<file path="src/rtl/tape_ram_writer.sv">
// Tape parser to Lynx RAM writer: captures parser writes into a small FIFO
// and commits them into RAM cycles the CPU leaves free, throttling the HPS.
module tape_ram_writer #(
    parameter int DEPTH     = 8,
    parameter int WR_CYCLES = 2
) (
    input  logic        clk,
    input  logic        reset,
    input  logic        ioctl_download,
    input  logic        tape_wr,
    input  logic [15:0] tape_addr,
    input  logic [7:0]  tape_dout,
    input  logic        ram_free,
    output logic        ram_owner,
    output logic [15:0] ram_addr,
    output logic [7:0]  ram_din,
    output logic        ram_we,
    output logic        ioctl_wait,
    output logic        overflow,
    output logic [15:0] bytes_written,
    output logic        load_done
);

    localparam int AW = $clog2(DEPTH);
    localparam int CW = AW + 1;
    localparam int WW = (WR_CYCLES > 1) ? $clog2(WR_CYCLES) : 1;

    localparam logic [1:0] S_IDLE  = 2'd0;
    localparam logic [1:0] S_OWN   = 2'd1;
    localparam logic [1:0] S_WRITE = 2'd2;

    logic [23:0]   mem [DEPTH];
    logic [AW-1:0] wr_ptr;
    logic [AW-1:0] rd_ptr;
    logic [CW-1:0] count;
    logic [CW-1:0] count_next;
    logic [1:0]    state;
    logic [WW-1:0] wr_cnt;
    logic          tape_wr_d;
    logic [15:0]   addr_d;
    logic          dl_d;
    logic          done_pending;
    logic          is_new;
    logic          full;
    logic          push;
    logic          drop;
    logic          pop;
    logic          dl_rise;
    logic          dl_fall;
    logic [23:0]   head;

    // A repeated address while tape_wr stays high is the same byte, not a new one.
    assign is_new     = tape_wr && (!tape_wr_d || (tape_addr != addr_d));
    assign full       = (count == CW'(DEPTH));
    assign push       = is_new && !full;
    assign drop       = is_new && full;
    assign pop        = (state == S_WRITE) && (wr_cnt == WW'(WR_CYCLES - 1));
    assign count_next = count + CW'(push) - CW'(pop);
    assign dl_rise    = ioctl_download && !dl_d;
    assign dl_fall    = !ioctl_download && dl_d;
    assign head       = mem[rd_ptr];

    assign ram_owner  = (state != S_IDLE);
    assign ram_we     = (state == S_WRITE);
    assign ram_addr   = ram_owner ? head[23:8] : 16'h0000;
    assign ram_din    = ram_owner ? head[7:0]  : 8'h00;

    // Edge-detect registers for parser writes and the download flag.
    always_ff @(posedge clk) begin
        if (reset) begin
            tape_wr_d <= 1'b0;
            addr_d    <= 16'h0000;
            dl_d      <= 1'b0;
        end else begin
            tape_wr_d <= tape_wr;
            addr_d    <= tape_addr;
            dl_d      <= ioctl_download;
        end
    end

    // FIFO storage; contents need no reset since count gates every read.
    always_ff @(posedge clk) begin
        if (push) begin
            mem[wr_ptr] <= {tape_addr, tape_dout};
        end
    end

    // FIFO pointers, occupancy and the two-slot-early download throttle.
    always_ff @(posedge clk) begin
        if (reset) begin
            wr_ptr     <= '0;
            rd_ptr     <= '0;
            count      <= '0;
            ioctl_wait <= 1'b0;
        end else begin
            if (push) wr_ptr <= wr_ptr + 1'b1;
            if (pop)  rd_ptr <= rd_ptr + 1'b1;
            count      <= count_next;
            ioctl_wait <= (count_next >= CW'(DEPTH - 2));
        end
    end

    // RAM slot FSM: claim, one setup cycle, then a committed write burst.
    always_ff @(posedge clk) begin
        if (reset) begin
            state  <= S_IDLE;
            wr_cnt <= '0;
        end else begin
            case (state)
                S_IDLE: begin
                    wr_cnt <= '0;
                    if ((count != '0) && ram_free) state <= S_OWN;
                end
                S_OWN: begin
                    wr_cnt <= '0;
                    state  <= ram_free ? S_WRITE : S_IDLE;
                end
                S_WRITE: begin
                    if (pop) begin
                        state  <= S_IDLE;
                        wr_cnt <= '0;
                    end else begin
                        wr_cnt <= wr_cnt + 1'b1;
                    end
                end
                default: begin
                    state  <= S_IDLE;
                    wr_cnt <= '0;
                end
            endcase
        end
    end

    // Download framing: progress count, sticky overflow and the done pulse.
    always_ff @(posedge clk) begin
        if (reset) begin
            bytes_written <= 16'h0000;
            overflow      <= 1'b0;
            done_pending  <= 1'b0;
            load_done     <= 1'b0;
        end else begin
            load_done <= 1'b0;
            if (dl_rise) begin
                bytes_written <= 16'h0000;
                overflow      <= 1'b0;
                done_pending  <= 1'b0;
            end else begin
                if (pop) bytes_written <= bytes_written + 16'h0001;
                if (dl_fall) begin
                    done_pending <= 1'b1;
                end else if (done_pending && (count == '0) && (state == S_IDLE)) begin
                    load_done    <= 1'b1;
                    done_pending <= 1'b0;
                end
            end
            if (drop) overflow <= 1'b1;
        end
    end

endmodule

</file>
<file path="config.mk">
export PLATFORM = sky130hd
export DESIGN_NAME = tape_ram_writer
export DESIGN_NICKNAME = d
export VERILOG_FILES = /design/src/rtl/tape_ram_writer.sv
export SDC_FILE = /design/constraint.sdc
export NUM_CORES = 1
export LEC_CHECK = 0
export ABC_AREA = 0
export ABC_CLOCK_PERIOD_IN_PS = 3620
export BUFFER_PORTS_ARGS = -buffer_cell sky130_fd_sc_hd__buf_2
export CAP_MARGIN = 10
export CELL_PAD_IN_SITES_DETAIL_PLACEMENT = 0
export CELL_PAD_IN_SITES_GLOBAL_PLACEMENT = 1
export CORE_MARGIN = 2
export CORE_UTILIZATION = 50
export DETAILED_ROUTE_END_ITERATION = 16
export PLACE_DENSITY = 0.83
export SLEW_MARGIN = 20
export SYNTH_ARGS = -nofsm -noshare
export SYNTH_HDL_FRONTEND = slang
export SYNTH_SLANG_ARGS = --single-unit
</file>
<file path="constraint.sdc">
create_clock -name clk -period 3.62 [get_ports clk]
set_input_delay 0 -clock clk [delete_from_list [all_inputs] [get_ports clk]]
set_output_delay 0 -clock clk [all_outputs]
set_load 0.02 [all_outputs]
</file>
After elaboration in Yosys (flattened, before gate mapping)
Memory sizes are Yosys's and may differ from the RTL's. A register that Yosys moved wholly into a read port is not among the register bits.
Index checks and enable logic that the tools add are counted.
{ "op_classes": {"bitwise": 1, "order_cmp": 1, "muxes": 15, "n_addsub": 6, "n_eq_ne": 6, "n_reduce_logical": 24} }
{ "op_table": {"columns": ["operator", "count"], "rows": [
  ["16-bit by 1-bit adder with 16-bit output, second input constant", 1],
  ["16-bit two-way mux", 1],
  ["16-bit != test", 1],
  ["1-bit logical AND", 9],
  ["8-bit two-way mux", 1],
  ["1-bit two-way mux", 7],
  ["3-bit by 1-bit adder with 3-bit output, second input constant", 2],
  ["2-bit two-way mux", 3],
  ["3-bit two-way mux", 2],
  ["2-bit one-hot mux with 3 select lines", 1],
  ["2-bit nonzero test", 3],
  ["3-bit OR reduction", 2],
  ["4-bit by 1-bit adder with 4-bit output", 1],
  ["4-bit == test, second input constant", 1],
  ["4-bit by 3-bit >= comparator with 1-bit output, second input constant", 1],
  ["1-bit zero test", 4],
  ["4-bit zero test", 1],
  ["4-bit nonzero test", 1],
  ["4-bit by 1-bit subtractor with 4-bit output", 1],
  ["2-bit by 1-bit == test with 1-bit output, second input constant", 1],
  ["2-bit == test, second input constant", 1],
  ["2-bit zero test", 1],
  ["2-bit by 1-bit != test with 1-bit output, second input constant", 1],
  ["2-bit != test, second input constant", 1],
  ["5 further kinds", 5]
]} }
{ "totals": {"reg_bits": 51, "n_memories": 1, "wordCells": 67, "ramBits": 192} }
{ "mem_list": {"columns": ["name", "depth", "width", "read_ports", "rd_ports_with_merged_regs", "write_ports", "line", "text"], "rows": [
  ["mem", 8, 24, 1, 1, 1, "32", "logic [23:0] mem [DEPTH];"]
]} }

Depth between registers and ports, before layout
{ "depth": {"word_depth": 7, "mapped_depth": 13} }

Least setup slack after synthesis
OpenSTA, ideal clock, no wires.
{ "synth_timing": {"path_kind": "reg-to-reg", "startpoint": "reg addr_d[2]", "endpoint": "mem mem[4][0], enable pin", "t_arrival_ns": 2.758, "t_required_ns": 3.185, "n_path_buf": 1, "period_less_slack_ns": 3.193, "setup_time_ns": 0.435, "stages_incl_launch_ff": 8, "slack_ns": 0.427, "cell_sequence": "dfxtp_1 xnor2_1 nand4_1 nor4_1 and3_1 buf_6 nand3b_1 nor3_1"} }
{ "synth_between": {"elab_chain_len": 6} }
{ "synth_lines": {"columns": ["item", "line", "text"], "rows": [
  ["start: declaration", "40", "logic [15:0] addr_d;"],
  ["start signal: assignment", "76", "addr_d <= tape_addr;"],
  ["16-bit != test", "53", "assign is_new = tape_wr && (!tape_wr_d || (tape_addr != addr_d));"],
  ["1-bit logical OR", "53", null],
  ["1-bit logical AND", "53", null],
  ["1-bit logical AND", "55", "assign push = is_new && !full;"],
  ["1-bit two-way mux", "83", "if (push) begin"],
  ["1-bit two-way mux (not written as such)", "84", "mem[wr_ptr] <= {tape_addr, tape_dout};"],
  ["end: declaration", "32", null]
]} }
No other way between the ends.

Worst setup path after layout
{ "layout_timing": {"startpoint": "reg addr_d[4]", "endpoint": "reg ioctl_wait"} }
{ "layout_between": {"elab_chain_len": 7} }
{ "layout_lines": {"columns": ["item", "line", "text"], "rows": [
  ["16-bit != test", "53", null],
  ["1-bit logical OR", "53", null],
  ["1-bit logical AND", "53", null],
  ["1-bit logical AND", "55", null],
  ["4-bit by 1-bit adder with 4-bit output", "58", "assign count_next = count + CW'(push) - CW'(pop);"],
  ["4-bit by 1-bit subtractor with 4-bit output", "58", null],
  ["4-bit by 3-bit >= comparator with 1-bit output", "99", "ioctl_wait <= (count_next >= CW'(DEPTH - 2));"],
  ["end signal: assignment", "99", null],
  ["end: declaration", "18", "output logic ioctl_wait,"]
]} }
No other way between the ends.
A chain may end at the register's enable or synchronous reset.

==> results.sh <==
export IMPL_ios=74
export IMPL_p_per_area_nw_per_um2=571
export IMPL_drtIter0Drc=396
export IMPL_tns_ns=0
export IMPL_io_buffer_count=73
export IMPL_post_cts_resized=0
export IMPL_hold_viol_final=0
export IMPL_start_util=0.510
export IMPL_crit_family="simple AND/OR/NAND/NOR gates"
export IMPL_cp_required_ns=3.99
export IMPL_cp_start_kind="flop"
export IMPL_ys_types=38
export IMPL_post_synth_cell_area_avg_um2=17.5
export IMPL_worstPathMaxFanout=9
export IMPL_core_area_um2=18700
export IMPL_fmaxAchievable_mhz=362
export IMPL_rows=50
export IMPL_synth_edf_count=192
export IMPL_antenna_cells=0
export IMPL_r2r_start="addr_d[4]"
export IMPL_syn_cell_area_um2=9540
export IMPL_avgViaCountPerCell=5.59
export IMPL_clkLatencyLatePin_ns=0.53
export IMPL_hold_start="tape_dout[5]"
export IMPL_ir_drop_uv=336
export IMPL_routed_wl_mm=18.8
export IMPL_post_dp_hpwl_mm=10.9
export IMPL_reg2reg_slack_ns=0.86
export IMPL_finalPower_mw=6.49
export IMPL_cp_arrival_ns=3.13
export IMPL_cts_buffer_depth=3
export IMPL_critPathCaptureType="flop"
export IMPL_ys_ff_latch=246
export IMPL_ys_seq_area_frac=0.718
export IMPL_drc=0
export IMPL_cts_hold_buf=29
export IMPL_root_buffer="clkbuf_16"
export IMPL_dieWidth_um=142
export IMPL_holdPathEnd="mem[4][5]"
export IMPL_place_area_um2=10200
export IMPL_slew_headroom=0.328
export IMPL_grt_pass1_wl_mm=29.0
export IMPL_dieArea_um2=20200
export IMPL_post_cts_buffers=0
export IMPL_rr_worst_depth=11
export IMPL_cts_tree="done"
export IMPL_leakage_nw=3.88
export IMPL_dp_slack_ns=0.924
export IMPL_tightest_slew_ns=1.01
export IMPL_drive_gt1_frac=0.277
export IMPL_grt_use_total=0.190
export IMPL_synth_top_area_share=0.605
export IMPL_slowest_delay_ns=0.40
export IMPL_gp_congestion=0.746
export IMPL_final_antenna_net_count=0
export IMPL_cts_made_buffers=26
export IMPL_synth_ff_type="edfxtp_1"
export IMPL_dr_pass1_iters=5
export IMPL_design_area_um2=11400
export IMPL_antenna_found_initial=0
export IMPL_area_delta_synth_final_pct=19.2
export IMPL_cp_num_buf_inv=1
export IMPL_finClkSkew_ns=0.0234
export IMPL_num_nets_final=701
export IMPL_overflow=0
export IMPL_numClockSinks=246
export IMPL_layout_setup_ws_ns=0.861
export IMPL_rsz0062_at_grt="false"
export IMPL_r2r_end="ioctl_wait"
export IMPL_slowest_stage="fa_1"
export IMPL_wl_per_cell_um=20.5
export IMPL_cts_max_level=1
export IMPL_synth_net_count=583
export IMPL_setup_violations=0
export IMPL_critical_path_class="flop to flop"
export IMPL_dr_total_vias=5117
export IMPL_cts_clk_slew_worst_paths_ns=0.06
export IMPL_yosys_area_top_type="edfxtp_1"
export IMPL_synth_area_leaders="edfxtp_1, dfxtp_1, mux4_2"
export IMPL_fin_crit_sh=0.762
export IMPL_synthCells=544
export IMPL_fin_crit_ns=2.76
export IMPL_maxCapViolations=0
export IMPL_crit_chain="xnor2_1, nand4_1, nor4_1, and3_1, or2_2, ha_1, inv_1, ha_1, fa_1, xnor2_1, o22ai_1"
export IMPL_grt_pass1_vias=5184
export IMPL_slew_viol_final=0
export IMPL_synthArstFlopShare=0
export IMPL_die_y_um=142
export IMPL_fillers=1346
export IMPL_holdCritPathClass="input port to flop"
export IMPL_outcome="finished clean"
export IMPL_grt_max_degree=49
export IMPL_synth_most_common_cell="edfxtp_1"
export IMPL_ys_top_cells_by_count="edfxtp_1, dfxtp_1, nor2_1, mux4_2, mux2i_1"
export IMPL_whs_path_depth=2
export IMPL_ys_warn_count=0
-- cell families (layout without fill, tap and decap cells) --
group	Yosys count	after routing	synth area share
xor+xnor	34	34	0.0312
simple gates	131	131	0.0711
mux	74	74	0.141
fa+ha+maj	10	10	0.0139
compound gates	15	15	0.00945
buf+inv	34	172	0.0157
flops	246	246	0.718
-- how the worst max path moves through the flow --
stage,slack (ns),cells after the start,start,endpoint
2_1_floorplan,0.43,7,addr_d[2],mem[4][0]
4_1_cts,0.87,12,addr_d[4],ioctl_wait
3_3_place_gp,1.01,12,addr_d[1],ioctl_wait
3_5_place_dp,0.92,12,addr_d[0],ioctl_wait
5_1_grt,0.67,11,addr_d[5],ioctl_wait
6_report,0.86,11,addr_d[4],ioctl_wait
-- layout by cell type (no fill, tap or decap), types with 3 or more instances in the layout --
cell           count
clkinvlp_4         4
clkinv_1           3
nor3_1             3
clkbuf_16         27
nor2_1            47
mux4_2            48
nor2b_1           20
dfxtp_1           52
xnor2_1           24
edfxtp_1         192
and3_1             6
dlygate4sd3_1     29
inv_1             11
o21ai_0            3
ha_1               9
nor3_4             4
nand2b_1           3
a21oi_1            6
or3_1              3
clkbuf_8           3
buf_2             73
nor2_2             3
nand3_1           10
clkinv_2           5
mux2i_1           26
buf_4             11
clkbuf_1           3
nand2_1           14
nand4_1            6
xor2_1            10
nor3_2             3
-- flip-flops by register name, summed over array words and instances (netlist names), named ones only --
register,cells
addr_d,16
bytes_written,16
count,4
dl_d,1
done_pending,1
ioctl_wait,1
load_done,1
mem,192
overflow,1
rd_ptr,3
state,2
tape_wr_d,1
wr_cnt,1
wr_ptr,3
-- final cells by class --
class / instances / area (um^2) / share of cell area
Inverter: 11 / 41.3 / 0.00363
Clock inverter: 15 / 135 / 0.0119
Multi-Input combinational cell: 264 / 2580 / 0.227
Tap cell: 234 / 293 / 0.0258
Sequential cell: 246 / 6850 / 0.603
Clock buffer: 33 / 728 / 0.0641
Timing Repair Buffer: 113 / 738 / 0.0649
-- routing by layer --
| metal | up-vias | share of wire | global-route usage |
|---|---|---|---|
| li1 | 2308 | - | - |
| met1 | 2613 | 0.42 | 0.258 |
| met2 | 171 | 0.51 | 0.326 |
| met3 | 25 | 0.057 | 0.0262 |
| met4 | 0 | 0.018 | 0.0511 |
| met5 | - | 0 | 0 |
-- where the power goes --
part | total [mW] | internal, mW | switching [mW] | leakage [nW]
logic | 0.627 | 0.241 | 0.386 | 1.28
registers | 3.24 | 3.19 | 0.0521 | 2.18
clock network | 2.63 | 1.57 | 1.06 | 0.415
-- stage by stage --
stage / hold slack [ns] / utilization / instances
2_1_floorplan: 0.0946 / - / 544
3_3_place_gp: 0.240 / 0.546 / 839
3_5_place_dp: 0.247 / 0.546 / 839
4_1_cts: 0.271 / 0.608 / 916
5_1_grt: 0.299 / 0.608 / 916
6_report: 0.287 / 0.608 / 916
No activity file was read; power rests on OpenSTA's default activity.
